--- src/rtl/iccm_boot_loader.sv ---
// ---------------------------------------------------------------------------
// iccm_boot_loader
//
// Sits in front of the ICCM adapter's programming port. It takes validated
// bytes from the UART programming receiver and parses one framed image:
//
//    SyncByte | len[7:0] | len[15:8] | 4*len payload bytes (LE) | checksum
//
// The payload is packed into 32-bit words and each completed word becomes a
// one-cycle ICCM write strobe. The checksum is the mod-256 sum of the payload
// bytes. The programming reset is held low from the start of a load, and it
// is released only after the checksum matches.
//
// Ports
//    clk_i      system clock
//    rst_ni     asynchronous active-low reset
//    prog_i     asynchronous programming-mode pin (2-flop synchronised)
//    rx_dv_i    one-cycle pulse, rx_byte_i valid
//    rx_byte_i  received byte
//    we_o       one-cycle ICCM write strobe
//    addr_o     ICCM word address of the current write (held when idle)
//    wdata_o    ICCM write data (held when idle)
//    reset_o    programming reset to the reset manager, active low
//    done_o     level: last frame verified
//    err_o      level: last frame failed
// ---------------------------------------------------------------------------
module iccm_boot_loader #(
   parameter int unsigned AddrWidth     = 12,
   parameter int unsigned MaxWords      = 1024,
   parameter logic [7:0]  SyncByte      = 8'hA5,
   parameter int unsigned TimeoutCycles = 1000000
) (
   input  logic                 clk_i,
   input  logic                 rst_ni,
   input  logic                 prog_i,
   input  logic                 rx_dv_i,
   input  logic [7:0]           rx_byte_i,
   output logic                 we_o,
   output logic [AddrWidth-1:0] addr_o,
   output logic [31:0]          wdata_o,
   output logic                 reset_o,
   output logic                 done_o,
   output logic                 err_o
);

   localparam int unsigned     TmoW    = $clog2(TimeoutCycles + 1);
   localparam logic [TmoW-1:0] TmoLast = TmoW'(TimeoutCycles - 1);
   localparam logic [15:0]     MaxLen  = 16'(MaxWords);

   typedef enum logic [2:0] {
      ST_IDLE   = 3'd0,
      ST_SYNC   = 3'd1,
      ST_LEN_LO = 3'd2,
      ST_LEN_HI = 3'd3,
      ST_DATA   = 3'd4,
      ST_CSUM   = 3'd5,
      ST_DONE   = 3'd6,
      ST_ERR    = 3'd7
   } state_e;

   // Running payload checksum: plain 8-bit sum, carries discarded.
   function automatic logic [7:0] csum_add(input logic [7:0] sum, input logic [7:0] data);
      return sum + data;
   endfunction

   // Synchroniser and edge-detect history for prog_i.
   logic prog_meta_r, prog_sync_r, prog_q_r;
   logic prog_rise_s, prog_fall_s;

   state_e                 state_r,      state_nxt;
   logic [7:0]             len_lo_r,     len_lo_nxt;
   logic [15:0]            words_left_r, words_left_nxt;
   logic [AddrWidth-1:0]   word_idx_r,   word_idx_nxt;
   logic [1:0]             byte_cnt_r,   byte_cnt_nxt;
   logic [23:0]            shift_r,      shift_nxt;
   logic [7:0]             csum_r,       csum_nxt;
   logic [TmoW-1:0]        tmo_cnt_r,    tmo_cnt_nxt;
   logic                   we_r,         we_nxt;
   logic [AddrWidth-1:0]   addr_r,       addr_nxt;
   logic [31:0]            wdata_r,      wdata_nxt;
   logic                   reset_r,      reset_nxt;
   logic                   done_r,       done_nxt;
   logic                   err_r,        err_nxt;

   logic        in_frame_s;
   logic        tmo_hit_s;
   logic [15:0] len_s;

   // Two-flop synchroniser plus one history flop for edge detection.
   always_ff @(posedge clk_i or negedge rst_ni) begin
      if (!rst_ni) begin
         prog_meta_r <= 1'b0;
         prog_sync_r <= 1'b0;
         prog_q_r    <= 1'b0;
      end else begin
         prog_meta_r <= prog_i;
         prog_sync_r <= prog_meta_r;
         prog_q_r    <= prog_sync_r;
      end
   end

   assign prog_rise_s = prog_sync_r & ~prog_q_r;
   assign prog_fall_s = ~prog_sync_r & prog_q_r;

   // The idle timeout and prog abort only apply once the sync byte is seen.
   assign in_frame_s = (state_r == ST_LEN_LO) || (state_r == ST_LEN_HI) ||
                       (state_r == ST_DATA)   || (state_r == ST_CSUM);
   assign tmo_hit_s  = in_frame_s && !rx_dv_i && (tmo_cnt_r == TmoLast);
   assign len_s      = {rx_byte_i, len_lo_r};

   // Next-state and next-datapath logic for the frame parser.
   always_comb begin
      state_nxt      = state_r;
      len_lo_nxt     = len_lo_r;
      words_left_nxt = words_left_r;
      word_idx_nxt   = word_idx_r;
      byte_cnt_nxt   = byte_cnt_r;
      shift_nxt      = shift_r;
      csum_nxt       = csum_r;
      tmo_cnt_nxt    = tmo_cnt_r;
      we_nxt         = 1'b0;
      addr_nxt       = addr_r;
      wdata_nxt      = wdata_r;
      reset_nxt      = reset_r;
      done_nxt       = done_r;
      err_nxt        = err_r;

      if (prog_rise_s) begin
         // A new load always wins, even over a byte arriving this cycle.
         state_nxt      = ST_SYNC;
         reset_nxt      = 1'b0;
         done_nxt       = 1'b0;
         err_nxt        = 1'b0;
         len_lo_nxt     = 8'h00;
         words_left_nxt = 16'h0000;
         word_idx_nxt   = '0;
         byte_cnt_nxt   = 2'd0;
         shift_nxt      = 24'h000000;
         csum_nxt       = 8'h00;
         tmo_cnt_nxt    = '0;
      end else if (in_frame_s && (prog_fall_s || tmo_hit_s)) begin
         // Abort: the partial word in shift_r is simply never written.
         state_nxt = ST_ERR;
         err_nxt   = 1'b1;
         done_nxt  = 1'b0;
         reset_nxt = 1'b0;
      end else begin
         if (in_frame_s) begin
            if (rx_dv_i) begin
               tmo_cnt_nxt = '0;
            end else begin
               tmo_cnt_nxt = tmo_cnt_r + TmoW'(1'b1);
            end
         end else begin
            tmo_cnt_nxt = tmo_cnt_r;
         end

         case (state_r)
            ST_SYNC: begin
               if (rx_dv_i && (rx_byte_i == SyncByte)) begin
                  state_nxt = ST_LEN_LO;
               end else begin
                  state_nxt = ST_SYNC;
               end
            end
            ST_LEN_LO: begin
               if (rx_dv_i) begin
                  len_lo_nxt = rx_byte_i;
                  state_nxt  = ST_LEN_HI;
               end else begin
                  state_nxt  = ST_LEN_LO;
               end
            end
            ST_LEN_HI: begin
               if (rx_dv_i) begin
                  if (len_s > MaxLen) begin
                     state_nxt = ST_ERR;
                     err_nxt   = 1'b1;
                     done_nxt  = 1'b0;
                     reset_nxt = 1'b0;
                  end else if (len_s == 16'h0000) begin
                     state_nxt = ST_CSUM;
                  end else begin
                     state_nxt      = ST_DATA;
                     words_left_nxt = len_s;
                  end
               end else begin
                  state_nxt = ST_LEN_HI;
               end
            end
            ST_DATA: begin
               if (rx_dv_i) begin
                  csum_nxt = csum_add(csum_r, rx_byte_i);
                  if (byte_cnt_r == 2'd3) begin
                     // Fourth byte completes the word: strobe next cycle.
                     we_nxt       = 1'b1;
                     wdata_nxt    = {rx_byte_i, shift_r};
                     addr_nxt     = word_idx_r;
                     word_idx_nxt = word_idx_r + AddrWidth'(1'b1);
                     byte_cnt_nxt = 2'd0;
                     if (words_left_r == 16'h0001) begin
                        state_nxt      = ST_CSUM;
                        words_left_nxt = 16'h0000;
                     end else begin
                        state_nxt      = ST_DATA;
                        words_left_nxt = words_left_r - 16'h0001;
                     end
                  end else begin
                     // Little-endian: the newest byte enters at the top.
                     shift_nxt    = {rx_byte_i, shift_r[23:8]};
                     byte_cnt_nxt = byte_cnt_r + 2'd1;
                  end
               end else begin
                  state_nxt = ST_DATA;
               end
            end
            ST_CSUM: begin
               if (rx_dv_i) begin
                  if (rx_byte_i == csum_r) begin
                     state_nxt = ST_DONE;
                     reset_nxt = 1'b1;
                     done_nxt  = 1'b1;
                     err_nxt   = 1'b0;
                  end else begin
                     state_nxt = ST_ERR;
                     err_nxt   = 1'b1;
                     done_nxt  = 1'b0;
                     reset_nxt = 1'b0;
                  end
               end else begin
                  state_nxt = ST_CSUM;
               end
            end
            ST_IDLE, ST_DONE, ST_ERR: begin
               state_nxt = state_r;
            end
            default: begin
               // Unreachable encoding: fail safe with the core held.
               state_nxt = ST_ERR;
               err_nxt   = 1'b1;
               done_nxt  = 1'b0;
               reset_nxt = 1'b0;
            end
         endcase
      end
   end

   // State, datapath and registered outputs.
   always_ff @(posedge clk_i or negedge rst_ni) begin
      if (!rst_ni) begin
         state_r      <= ST_IDLE;
         len_lo_r     <= 8'h00;
         words_left_r <= 16'h0000;
         word_idx_r   <= '0;
         byte_cnt_r   <= 2'd0;
         shift_r      <= 24'h000000;
         csum_r       <= 8'h00;
         tmo_cnt_r    <= '0;
         we_r         <= 1'b0;
         addr_r       <= '0;
         wdata_r      <= 32'h00000000;
         reset_r      <= 1'b1;
         done_r       <= 1'b0;
         err_r        <= 1'b0;
      end else begin
         state_r      <= state_nxt;
         len_lo_r     <= len_lo_nxt;
         words_left_r <= words_left_nxt;
         word_idx_r   <= word_idx_nxt;
         byte_cnt_r   <= byte_cnt_nxt;
         shift_r      <= shift_nxt;
         csum_r       <= csum_nxt;
         tmo_cnt_r    <= tmo_cnt_nxt;
         we_r         <= we_nxt;
         addr_r       <= addr_nxt;
         wdata_r      <= wdata_nxt;
         reset_r      <= reset_nxt;
         done_r       <= done_nxt;
         err_r        <= err_nxt;
      end
   end

   assign we_o    = we_r;
   assign addr_o  = addr_r;
   assign wdata_o = wdata_r;
   assign reset_o = reset_r;
   assign done_o  = done_r;
   assign err_o   = err_r;

endmodule

--- config.mk ---
export PLATFORM = sky130hd
export DESIGN_NAME = iccm_boot_loader
export DESIGN_NICKNAME = d
export VERILOG_FILES = /design/src/rtl/iccm_boot_loader.sv
export SDC_FILE = /design/constraint.sdc
export NUM_CORES = 1
export LEC_CHECK = 0
export CAP_MARGIN = 10
export CELL_PAD_IN_SITES_DETAIL_PLACEMENT = 0
export CELL_PAD_IN_SITES_GLOBAL_PLACEMENT = 1
export CORE_ASPECT_RATIO = 2
export CORE_MARGIN = 3
export CORE_UTILIZATION = 45
export CTS_CLUSTER_DIAMETER = 200
export DETAILED_ROUTE_END_ITERATION = 10
export GPL_TIMING_DRIVEN = 1
export PLACE_DENSITY_LB_ADDON = 0.1
export SYNTH_ARGS = -nofsm -noshare
export SYNTH_HDL_FRONTEND = slang
export SYNTH_SLANG_ARGS = --single-unit
--- constraint.sdc ---
create_clock -name clk_i -period 3.7 [get_ports clk_i]
set_clock_uncertainty 0.15 [all_clocks]
set_input_delay 0.74 -clock clk_i [delete_from_list [all_inputs] [get_ports clk_i]]
set_output_delay 0.74 -clock clk_i [all_outputs]
set_load 0.05 [all_outputs]
* Word level (Yosys, flattened, before mapping) *
Index checks and enable logic that the tools add are counted.

storage, ports and cells
  bits in registers = 144
  logic and storage cells = 149
  input port bits = 12
  output and inout bits = 48

cells by class
  bitwise operators = 6
  $add $sub $neg = 5
  $lt $le $gt $ge = 1
  reductions and logical operators = 28
  mux-type cells = 68
  eq/ne operators = 24

operators with widths
  operator               count
  $mux 16                8
  $mux 24                5
  $mux 20                4
  $mux 8                 8
  $mux 12                5
  $pmux 16 s2            1
  $mux 1                 21
  $add 20x1->20 const B  1
  $eq 20x20->1 const B   1
  $mux 3                 6
  $eq 16x1->1 const B    1
  $gt 16x11->1 const B   1
  $logic_not 16->1       1
  $sub 16x1->16 const B  1
  $ne 3x3->1 const B     5
  $pmux 3 s5             1
  $mux 2                 7
  $add 12x1->12 const B  1
  $eq 3x3->1 const B     4
  $reduce_and 4->1       3
  $reduce_bool 2->1      5
  $add 8x8->8            1
  $eq 8x8->1             1
  $eq 8x8->1 const B     1
  23 further kinds       39

* Logic depth before layout (Yosys ltp) *
Gate-level depths: netlist (run 1).

  depth after elaboration = 10
  depth in mapped cells = 9
  depth with buffers taken out = 8

* Worst setup path before layout (run 1) *
Ideal clock, no wire load.

  path kind = input -> register
  start point = in rx_byte_i[1]
  end point = reg words_left_r[14]
  library setup time = 0.083 ns
  arrival time = 2.295 ns
  stages = 7
  required time = 3.467 ns
  buffers on the path = 1
  slack = 1.172 ns
  cells stage by stage = nor4_1 nand3_1 mux2_2 o21ai_0 clkbuf_1 a21oi_1 o22ai_1

between the ends
  word-level cells in the longest chain between the ends = 3
  elaborated cells between the ends (all ways) = 5
  those cells by class = order compare: 1; eq/ne: 2; reduce/logical: 2

ends and longest elaborated chain
  item                                                     RTL line  text
  start: declaration                                       37        input logic [7:0] rx_byte_i,
  $gt 16x11->1 / $logic_not 16->1 (equally long branches)  176, 181
  $ne 3x3->1 (no line)                                     -
  $reduce_and 7->1 (no line) (*)                           -
  end signal: assignment                                   268       words_left_r <= words_left_nxt;
  end: declaration                                         72        logic [15:0] words_left_r, words_left_nxt;

Mark *: on every way between the ends. The rest lies on a longest branch, timed or not.
A chain may end at the register's enable or synchronous reset.

* Final worst setup path (run 1) *
  start point = reg words_left_r[6]
  end point = reg words_left_r[12]

between the ends
  word-level cells in the longest chain between the ends = 7
  elaborated cells between the ends (all ways) = 8
  those cells by class = add/sub: 1; eq/ne: 1; mux: 6

ends and longest elaborated chain
  item                                                 RTL line  text
  $sub 16x1->16 / $eq 16x1->1 (equally long branches)  206, 201
  $mux 16 (*)                                          201       if (words_left_r == 16'h0001) begin
  $mux 16 (*)                                          194       if (byte_cnt_r == 2'd3) begin
  $mux 16 (*)                                          192       if (rx_dv_i) begin
  $pmux 16 s2 (*)                                      158       case (state_r)
  $mux 16 (*)                                          141       end else if (in_frame_s && (prog_fall_s || tmo_hit_s)) begin
  $mux 16 (*)                                          128       if (prog_rise_s) begin

Mark *: on every way between the ends. The rest lies on a longest branch, timed or not. The select of a mux whose other input is x is not followed.

==> summary.md, run 1 <==
| Metric | Value |
|---|---|
| Ports | 60 |
| Die height | 183 microns |
| CP peak stage delay | about 0.54 ns |
| Power share of the clock group | 38.2% |
| Main combinational cell family by area after synthesis | simple AND/OR/NAND/NOR gates |
| Int Pwr | roughly 3.1 mW |
| WS Path Type | reg -> reg |
| Vias | between 5k and 6k |
| Total Power | ~4.6 mW |
| Worst VDD drop | 288 uV |
| Number of H-tree levels | 4 |
| Reg-to-reg slack, setup | roughly 0.84 ns |
| Sw Pwr | ~1.4 mW |
| Largest net degree at the start of global routing | just over 80 |
| Post-Syn Area | just over 7000 sq um |
| Input/output buffers | 59 |
| Initial DRC count | ~230 |
| Seq/Total Area, Yosys | roughly half |
| Worst R2R End | words_left_r[12] |
| First-pass GRT wire length | a little under 30000 microns |
| Core area | roughly 15000 sq um |
| CP Max Fanout | 12 |
| Crit Reg-Reg Startpoint | words_left_r[6] |
| Number of setup violations in the final report | 0 |
| Vias per inst | around 5.8 |
| Clk buf depth | 2 |
| Ys async rst share | between 90% and 100% |
| Total die area | approximately 17000 sq um |
| Post-CTS Resized | 0 |
| RD Place Congestion | between 0.8 and 0.9 |
| Setup bufs post-CTS | 0 |
| Req. time, crit path | about 3.9 ns |
| Initial Util | between 40% and 50% |
| Clock root buffer | clkbuf_16 |
| Startpoint types | register |
| WL/cell | approximately 18 microns |
| Critical Path End Type | register |
| Final TNS setup | 0 ns |
| Worst skew pair latency | roughly 0.42 ns |
| Synthesized flop and latch total | about 140 |
| Syn_nets | roughly 720 |
| Multiplexer share of the synthesized area | about 7.5% |
| Mapped Cells | 691 |
| Slew Limit Fails | 0 |
| CP max-delay cell | or4_4 |
| CTS tree | done |
| Leak Pwr | 3.73 nW |
| Post-synth EDFFs | 0 |
| Worst reg2reg path depth | 6 |
| Die X | between 90 and 100 microns |
| Outcome | complete, no violations |
| Pre-antenna DRT Iters | 4 |
| GR Overflow Total | 0 |
| Main area contributors after synthesis | dfrtp_1, mux2_2, nand2_1, a21oi_1, nor2_1 |
| Reg area | between 3000 and 4000 sq um |
| Comb pwr share | between 20% and 30% |
| Hold buffer count at cts | 0 |
| N_diodes | 0 |
| Post-Synth Simple-Gate Area | ~16% |
| Hold Crit Class | in -> async |
| Critical Path AT | 3.02 ns |
| GRT Util Overall | between 20 and 25% |
| DRT antenna net count | 0 |
| Area of the multi-input gates | around 3200 sq um |
| Num CTS Buffers | 17 |
| Slew margin rel. | 27.8% |
| Fraction of layout cells with a size suffix above 1 | between 10% and 20% |
| Antenna violations before repair | 0 |
| Final Cycle Share | ~77% |
| Dpl hpwl | about 13000 microns |
| Fill cell count | about 1.4k |
| Leading area contributor after synthesis | dfrtp_1 |
| Worst-margin pin slew | approximately 1.1 ns |
| Clk sink count | 144 |
| Number of global-route vias before repair | between 5k and 6k |
| Switch share | 31.2% |
| Synth Area in Adders | under 10% |
| Synth Area in Compound Gates | 15.9% |
| Avg Cell Area, Syn | between 10 and 15 sq um |
| Nets | 782 |
| Fin. Hold Viols | 0 |
| RSZ-0062 raised after global routing | false |
| Worst-path cell chain | or4_4 -> or4_4 -> o211a_1 -> and3_4 -> a22o_1 -> a22o_1 |
| YS warnings | 0 |
| # rows | 64 |
| Share of the synthesized area in the top cell type | between 50% and 60% |
| Area Growth Syn to Fin | 21.2% |
| Clock period minus final worst setup slack | 2.86 ns |
| Clock-pin slew on the worst setup and hold paths | roughly 0.06 ns |
| Total Wirelength | around 18000 microns |
| PD cells | 534 nW/um^2 |
| DRC Markers | 0 |
| Ys flop type | dfrtp_1 |
| Seq pwr share | between 40% and 50% |
| XOR/XNOR Fraction of Synth Area | under 10% |
| Netlist cell types | just under 60 |
| FMAX | 0.349 GHz |
| Max_cap viols | 0 |
==> sequential cells by signal, indices dropped and copies added, names as in the netlist <==
signal	flops
len_lo_r	8
prog_sync_r	1
err_o	1
addr_o	12
word_idx_r	12
tmo_cnt_r	20
shift_r	24
prog_q_r	1
prog_meta_r	1
byte_cnt_r	2
state_r	3
words_left_r	16
done_o	1
wdata_o	32
reset_o	1
csum_r	8
we_o	1
==> kinds of logic (layout without fill, tap and decap cells) <==
group                      Yosys count  after routing
and+or+nand+nor                    231            231
xor gates and xnor gates            31             31
muxes                               47             47
buffers and inverters               56            135
AOI/OAI and AO/OA                  169            169
adders and majority gates           13             13
DFF                                144            144
==> worst max-delay path, delay by kind of cell, from the launching register on <==
kind             cells  cell delay, ns
AND/OR/NAND/NOR      3            1.34
AO/OA/AOI/OAI        3            0.81
flip-flops           1            0.45
==> power by group through the flow <==
stage | sequential (mW) | clock [mW] | combinational [mW]
final | 1.90 | 1.74 | 0.915
after CTS | 1.90 | 1.78 | 0.920
after global placement | 1.92 | 0 | 0.896
after global routing | 1.93 | 1.85 | 1.03
after floorplan | 1.88 | 0 | 0.643
after detailed placement | 1.92 | 0 | 0.914
==> layout by cell type (no fill, tap or decap), drive strengths merged, types with 12 or more instances in the layout <==
| cell type | n |
|---|---|
| a22o | 20 |
| nor3 | 19 |
| ha | 12 |
| o21ai | 38 |
| clkdlybuf4s50 | 58 |
| nor2 | 52 |
| buf | 22 |
| dfrtp | 143 |
| nand2 | 72 |
| o211ai | 12 |
| xnor2 | 21 |
| mux2 | 47 |
| clkbuf | 20 |
| a21oi | 44 |
| nand3 | 26 |
| inv | 25 |
==> through the flow <==
| step | worst slack, ns | utilization (%) | std cells | hold WS, ns | cell area (sq um) |
|---|---|---|---|---|---|
| after CTS | 0.867 | 55.8 | 968 | 0.221 | 8530 |
| after global placement | 0.494 | 51.9 | 936 | 0.190 | 7940 |
| after global routing | 0.667 | 55.8 | 968 | 0.232 | 8530 |
| final | 0.835 | 55.8 | 968 | 0.188 | 8530 |
| after detailed placement | 0.436 | 51.9 | 936 | 0.205 | 7940 |
| after floorplan | 1.17 | - | 691 | 0.181 | 7040 |
==> per-layer routing <==
layer | global-route usage, % | wire [microns] | vias up
li1 | - | - | 2626
met1 | 24.5 | 6870 | 2812
met2 | 39.1 | 9610 | 132
met3 | 3.69 | 563 | 41
met4 | 10.9 | 592 | 0
met5 | 0 | 0 | -
==> worst max path at each step <==
| stage | start | to | slack (ns) | depth (start not counted) |
|---|---|---|---|---|
| floorplan | rx_byte_i[1] | words_left_r[14] | 1.17 | 7 |
| global route | rx_byte_i[0] | csum_r[6] | 0.67 | 9 |
| finish | words_left_r[6] | words_left_r[12] | 0.84 | 6 |
| detailed placement | rx_byte_i[0] | csum_r[6] | 0.44 | 9 |
| global placement | rx_byte_i[0] | csum_r[6] | 0.49 | 9 |
| CTS | words_left_r[6] | words_left_r[12] | 0.87 | 6 |
==> synthesized netlist by cell type, types with 5 or more instances <==
cell,n
nor4_1,10
and3_1,6
buf_2,8
a211oi_1,6
or3_1,8
ha_1,12
dfrtp_1,143
o211ai_1,12
nor2_1,52
a32o_1,6
nand2_1,72
nand4_1,7
o21ai_0,38
clkbuf_1,24
a22o_1,20
or2_2,5
nand2b_1,8
nor3_1,18
xnor2_1,21
inv_1,23
a21oi_1,44
xor2_1,10
nand3_1,26
o31ai_1,5
mux2_2,45
==> cell type report <==
cell class                 count  area share (%)
sequential                   144            42.2
timing repair buffer          80            9.07
tap                          198            2.90
clock buffer                  20            5.12
clock inverter                12            1.88
multi-input combinational    491            37.8
inverter                      23            1.01
Power figures use the tool's default switching activity.
==> run 2: changes to the inputs <==
- CORE_UTILIZATION: 45 -> 41
- clock period: 3.7 -> 2.6 ns (I/O delays scaled with it)
==> run 2 against run 1 <==
Non-clock buffer count grew 59. Sequential share of layout area fell by 2.5 points. Largest power group unchanged. Sequential power increased by 41%. Final cell count is 6.9% higher. Total power grew 49%. Worst hold slack better by 0.024 ns. Critical path depth up 3. Sequential cell count is the same. Worst setup slack worse by 0.77 ns. Clock power grew 44%.
==> summary.md, run 2 (synthesis gave the netlist of run 1 again) <==
| Metric | Value |
|---|---|
| RD Place Congestion | 0.893 |
| N_diodes | 0 |
| Core area | between 15000 and 20000 sq um |
| Fin. Hold Viols | 0 |
| Outcome | complete, no violations |
| Clock-pin slew on the worst setup and hold paths | 0.06 ns |
| Area Growth Syn to Fin | 28.9% |
| Worst VDD drop | around 460 uV |
| Num CTS Buffers | 17 |
| Leak Pwr | between 4 and 5 nW |
| Max reg flops | 32 |
| Die height | between 150 and 200 microns |
| First-pass GRT wire length | between 30000 and 40000 microns |
| # rows | 67 |
| Antenna violations before repair | 0 |
| Initial Util | a little over two fifths |
| Number of H-tree levels | 4 |
| Critical Path AT | 2.70 ns |
| Hold Crit Class | reg -> reg |
| DRC Markers | 0 |
| Worst-margin pin slew | 0.753 ns |
| Max_cap viols | 0 |
| Pre-antenna DRT Iters | 6 |
| Initial DRC count | around 240 |
| Met1 Use GR | 21.5% |
| Input/output buffers | just under 60 |
| Slew margin rel. | 49.7% |
| Ports | 60 |
| Clk buf depth | 2 |
| Reg-to-reg slack, setup | roughly 0.08 ns |
| WL/cell | ~18 microns |
| DRT antenna net count | 0 |
| Vias per inst | 5.60 |
| FMAX | roughly 0.4 GHz |
| Clock period minus final worst setup slack | between 2 and 3 ns |
| Die X | about 99 microns |
| Total Wirelength | 18500 microns |
| Clock root buffer | clkbuf_16 |
| Dpl hpwl | around 14000 microns |
| Fraction of layout cells with a size suffix above 1 | between 20% and 30% |
| Fill cell count | between 1.5k and 2k |
| CP Max Fanout | 5 |
| Most common cell after layout, fill and taps aside | dfrtp_1 |
| Clk sink count | around 140 |
| Placed Instances | roughly 1000 |
| Worst R2R End | words_left_r[8] |
| Final core occ | approximately 54% |
| GR peak layer | met2 |
| Crit. Startpoint | rx_byte_i[6] |
| Startpoint types | input pin |
| GRT Util Overall | ~20% |
| Worst skew pair latency | 0.43 ns |
| Largest net degree at the start of global routing | 50 |
| Worst hold endpoint | prog_sync_r |
| PD cells | roughly 750 nW/um^2 |
| Hold path cells | 0 |
| Slew Limit Fails | 0 |
| Req. time, crit path | approximately 2.8 ns |
| Number of setup violations in the final report | 0 |
| Post-route insts no fill | between 1k and 1.5k |
| Crit Reg-Reg Startpoint | words_left_r[9] |
| WS Path Type | in -> reg |
| Vias | just under 6k |
| CTS tree | done |
| Total die area | 18900 sq um |
| Final Cycle Share | between 90% and 100% |
| Worst reg2reg path depth | 7 |
| Most frequent cells in the layout | dfrtp_1, buf_4, nand2_1 |
| Hold Path Origin | prog_meta_r |
| Number of global-route vias before repair | between 6k and 7k |
| Nets | 841 |
| Critical Path End Type | register |
| Grt met2 use | between 30% and 40% |
| RSZ-0062 raised after global routing | true |
| GR Overflow Total | 0 |
| Met3 Resource Use GR | under 10% |
==> run 2: changes by cell type in the layout (fill, tap and decap cells not counted), moves of 2 or more <==
cell	delta
clkbuf_1	-2
nor2_2	+2
buf_12	+3
nor4_1	-3
nor4_2	+3
buf_4	+55
nor2_1	-2
==> run 2: where the power goes <==
part	switching (mW)	internal, mW	leakage (nW)
registers	0.222	2.46	1.95
logic	0.897	0.687	1.80
clock network	0.967	1.53	0.286
==> run 2: per-layer routing <==
metal | routed length (microns) | part of all wire, % | vias to the layer above
met2 | 10300 | 55 | 129
met5 | 0 | 0 | -
met3 | 600 | 3.2 | 38
li1 | - | - | 2752
met1 | 7100 | 38 | 2877
met4 | 556 | 3.0 | 0
==> run 2: cell type report <==
cell class              count  area (sq um)  share of cell area, %
clock inverters            12           158                   1.74
multi-input cells         491          3270                   36.0
flip-flops and latches    144          3610                   39.7
clock buffers              19           443                   4.88
well taps                 207           259                   2.85
repair buffers            139          1260                   13.9
inverters                  23          86.3                  0.951
==> run 2: how the worst max path moves through the flow <==
stage	to	depth (start not counted)
5_1_grt	words_left_r[0]	10
6_report	err_o	9
2_1_floorplan	words_left_r[12]	6
3_3_place_gp	err_o	9
4_1_cts	err_o	9
3_5_place_dp	err_o	9
==> run 2: worst max-delay path: stages <==
cell and delay [ns]:
clkdlybuf4s50_1 0.46, buf_4 0.20, ha_1 0.32, nor4_2 0.31, buf_4 0.17, nand3_1 0.12
nor3_1 0.35, o21bai_1 0.17, a21oi_1 0.08
==> run 2: through the flow <==
stage	cell area, sq um	total power [mW]	hold WS [ns]	setup TNS, ns	setup slack, ns
2_1_floorplan	7040	3.58	0.0744	0	0.116
3_3_place_gp	8390	4.21	0.187	-11.38	-0.422
3_5_place_dp	8390	4.25	0.191	-12.26	-0.433
4_1_cts	9010	6.81	0.214	0	0.0236
5_1_grt	9080	7.12	0.230	-0.119	-0.0796
6_report	9080	6.77	0.212	0	0.0615
==> run 2: what timing repair did <==
action	CTS	global route
endpoints found under the setup margin	6	28
endpoints found under the hold margin	45	0
pin swaps	1	3
hold buffers	1	0
resized for setup	1	8
setup buffers	0	5
==> run 3: changes to the inputs <==
- CORE_UTILIZATION: 41 -> 45
- clock period: 2.6 -> 3 ns (I/O delays scaled with it)
==> run 3 against run 2 <==
Total power down 15%. Utilization rose by 3.0 points. Sequential share of layout area up 1.6 points. Count of clock-buffer cells in the layout unchanged. Clock power is 11% lower. First-iteration DRC count rose by 1.2%. Largest power group unchanged. Wire length fell by 3.5%. Critical path type is now reg -> reg. Via count decreased by 2.7%. Worst hold slack worse by 0.20 ns. Die area down 8.5%. Critical endpoint is now words_left_r[12].
==> summary.md, run 3 (synthesis gave the netlist of run 1 again) <==
| Metric | Value |
|---|---|
| Worst-path cell chain | or4_4 -> or4_4 -> o211a_1 -> and3_4 -> a22o_1 -> a22o_1 |
| Startpoint types | register |
| Final Cycle Share | about nine tenths |
| Placement Cell Area | approximately 8100 sq um |
| Post-CTS Resized | 0 |
| Clk sink count | roughly 140 |
| Number of H-tree levels | 4 |
| Worst skew pair latency | 0.42 ns |
| Vias | between 5k and 6k |
| Critical Path AT | roughly 2.9 ns |
| DRT antenna net count | 0 |
| Clock period minus final worst setup slack | roughly 2.7 ns |
| DRC Markers | 0 |
| Most frequent cells in the layout | dfrtp_1, nand2_1, clkdlybuf4s50_1 |
| N_diodes | 0 |
| Final core occ | 57.1% |
| Fin. Hold Viols | 0 |
| GR Overflow Total | 0 |
| Total Wirelength | around 18000 microns |
| WS Path Type | reg -> reg |
| Slew margin rel. | approximately 28% |
| Ports | 60 |
| Total die area | approximately 17000 sq um |
| Clock root buffer | clkbuf_16 |
| WL/cell | 18.1 microns |
| Fraction of layout cells with a size suffix above 1 | 16.7% |
| Dpl hpwl | 13100 microns |
| Die height | about 180 microns |
| Hold Crit Class | in -> async |
| Total Power | ~5.7 mW |
| RSZ-0062 raised after global routing | false |
| PD cells | 657 nW/um^2 |
| Worst hold slack | between 0.01 and 0.015 ns |
| CTS tree | done |
| Largest net degree at the start of global routing | 67 |
| Nets | around 800 |
| Slew Limit Fails | 0 |
| CP max-delay cell | or4_4 |
| Number of setup violations in the final report | 0 |
| Antenna violations before repair | 0 |
| Req. time, crit path | roughly 3.2 ns |
| CP Buf/Inv Count | 0 |
| Clock-pin slew on the worst setup and hold paths | around 0.060 ns |
| Pre-antenna DRT Iters | 5 |
| Core area | 15300 sq um |
| Die X | between 90 and 100 microns |
| Vias per inst | ~5.7 |
| Input/output buffers | 59 |
| CP peak stage delay | 0.54 ns |
| Initial Util | a little under half |
| Leak Pwr | roughly 3.9 nW |
| Area Growth Syn to Fin | 24.1% |
| Most common cell after layout, fill and taps aside | dfrtp_1 |
| FMAX | ~0.37 GHz |
| Worst VDD drop | between 300 and 400 uV |
| Outcome | complete, no violations |
| Largest delay share family, worst path | simple AND/OR/NAND/NOR gates |
| Clk buf depth | 2 |
| Cell area after layout | ~8700 sq um |
| RD Place Congestion | about 0.89 |
| Placed Instances | between 900 and 1k |
| Initial DRC count | ~250 |
| First-pass GRT wire length | between 20000 and 30000 microns |
| Number of global-route vias before repair | 5831 |
| Setup bufs post-CTS | 0 |
| Max_cap viols | 0 |
| CP Max Fanout | 8 |
| Critical Path End Type | register |
| Num CTS Buffers | 17 |
| # rows | between 60 and 70 |
| Max reg flops | 32 |
| Worst-margin pin slew | around 1.1 ns |
| Post-route insts no fill | slightly below 1k |
| GRT Util Overall | around 22% |
| Hold buffer count at cts | 0 |
[run 3: final timing paths]
| check | endpoint | startpoint | slack, ns | cells past startpoint |
|---|---|---|---|---|
| setup / recovery | words_left_r[12] | words_left_r[6] | 0.26 | 6 |
| hold / removal | wdata_o[6] | rst_ni | 0.01 | 1 |
| setup reg to reg | words_left_r[12] | words_left_r[6] | 0.26 | 6 |
| hold reg to reg | prog_sync_r | prog_meta_r | 0.22 | 0 |
| max in group asynchronous | csum_r[6] | rst_ni | 1.92 | 2 |
| min in group clk_i | prog_sync_r | prog_meta_r | 0.22 | 0 |
[run 3: power by group]
group          switching (mW)  total (mW)  internal, mW
sequential              0.217        2.35          2.13
clock                   0.839        2.23          1.40
combinational           0.718        1.16         0.444
[run 3: stage by stage]
| stage | TNS [ns] | setup slack, ns |
|---|---|---|
| 6_report | 0 | 0.262 |
| 5_1_grt | 0 | 0.122 |
| 4_1_cts | 0 | 0.266 |
| 3_5_place_dp | -0.111 | -0.0424 |
| 3_3_place_gp | -0.0756 | -0.0459 |
| 2_1_floorplan | 0 | 0.516 |
[run 3: worst register-to-register path, cell delays in order (launching register included)]
cell and delay, ns:
dfrtp_1 0.47, or4_4 0.54, or4_4 0.54, o211a_1 0.32
and3_4 0.21, a22o_1 0.18, a22o_1 0.22
[run 3: final cells by class]
type	count	area, sq um
clock buffer	19	433
clock inverter	13	184
fill	1372	6560
inverter	23	86.3
multi-input combinational	491	3220
sequential	144	3600
tap	198	248
timing repair buffer	101	955
[run 3: routing by layer]
layer	up-vias	track usage [%]	wire length (microns)
met2	120	40.1	9890
li1	2670	-	-
met4	0	10.1	535
met3	31	3.45	507
met5	-	0	0
met1	2817	24.4	6950
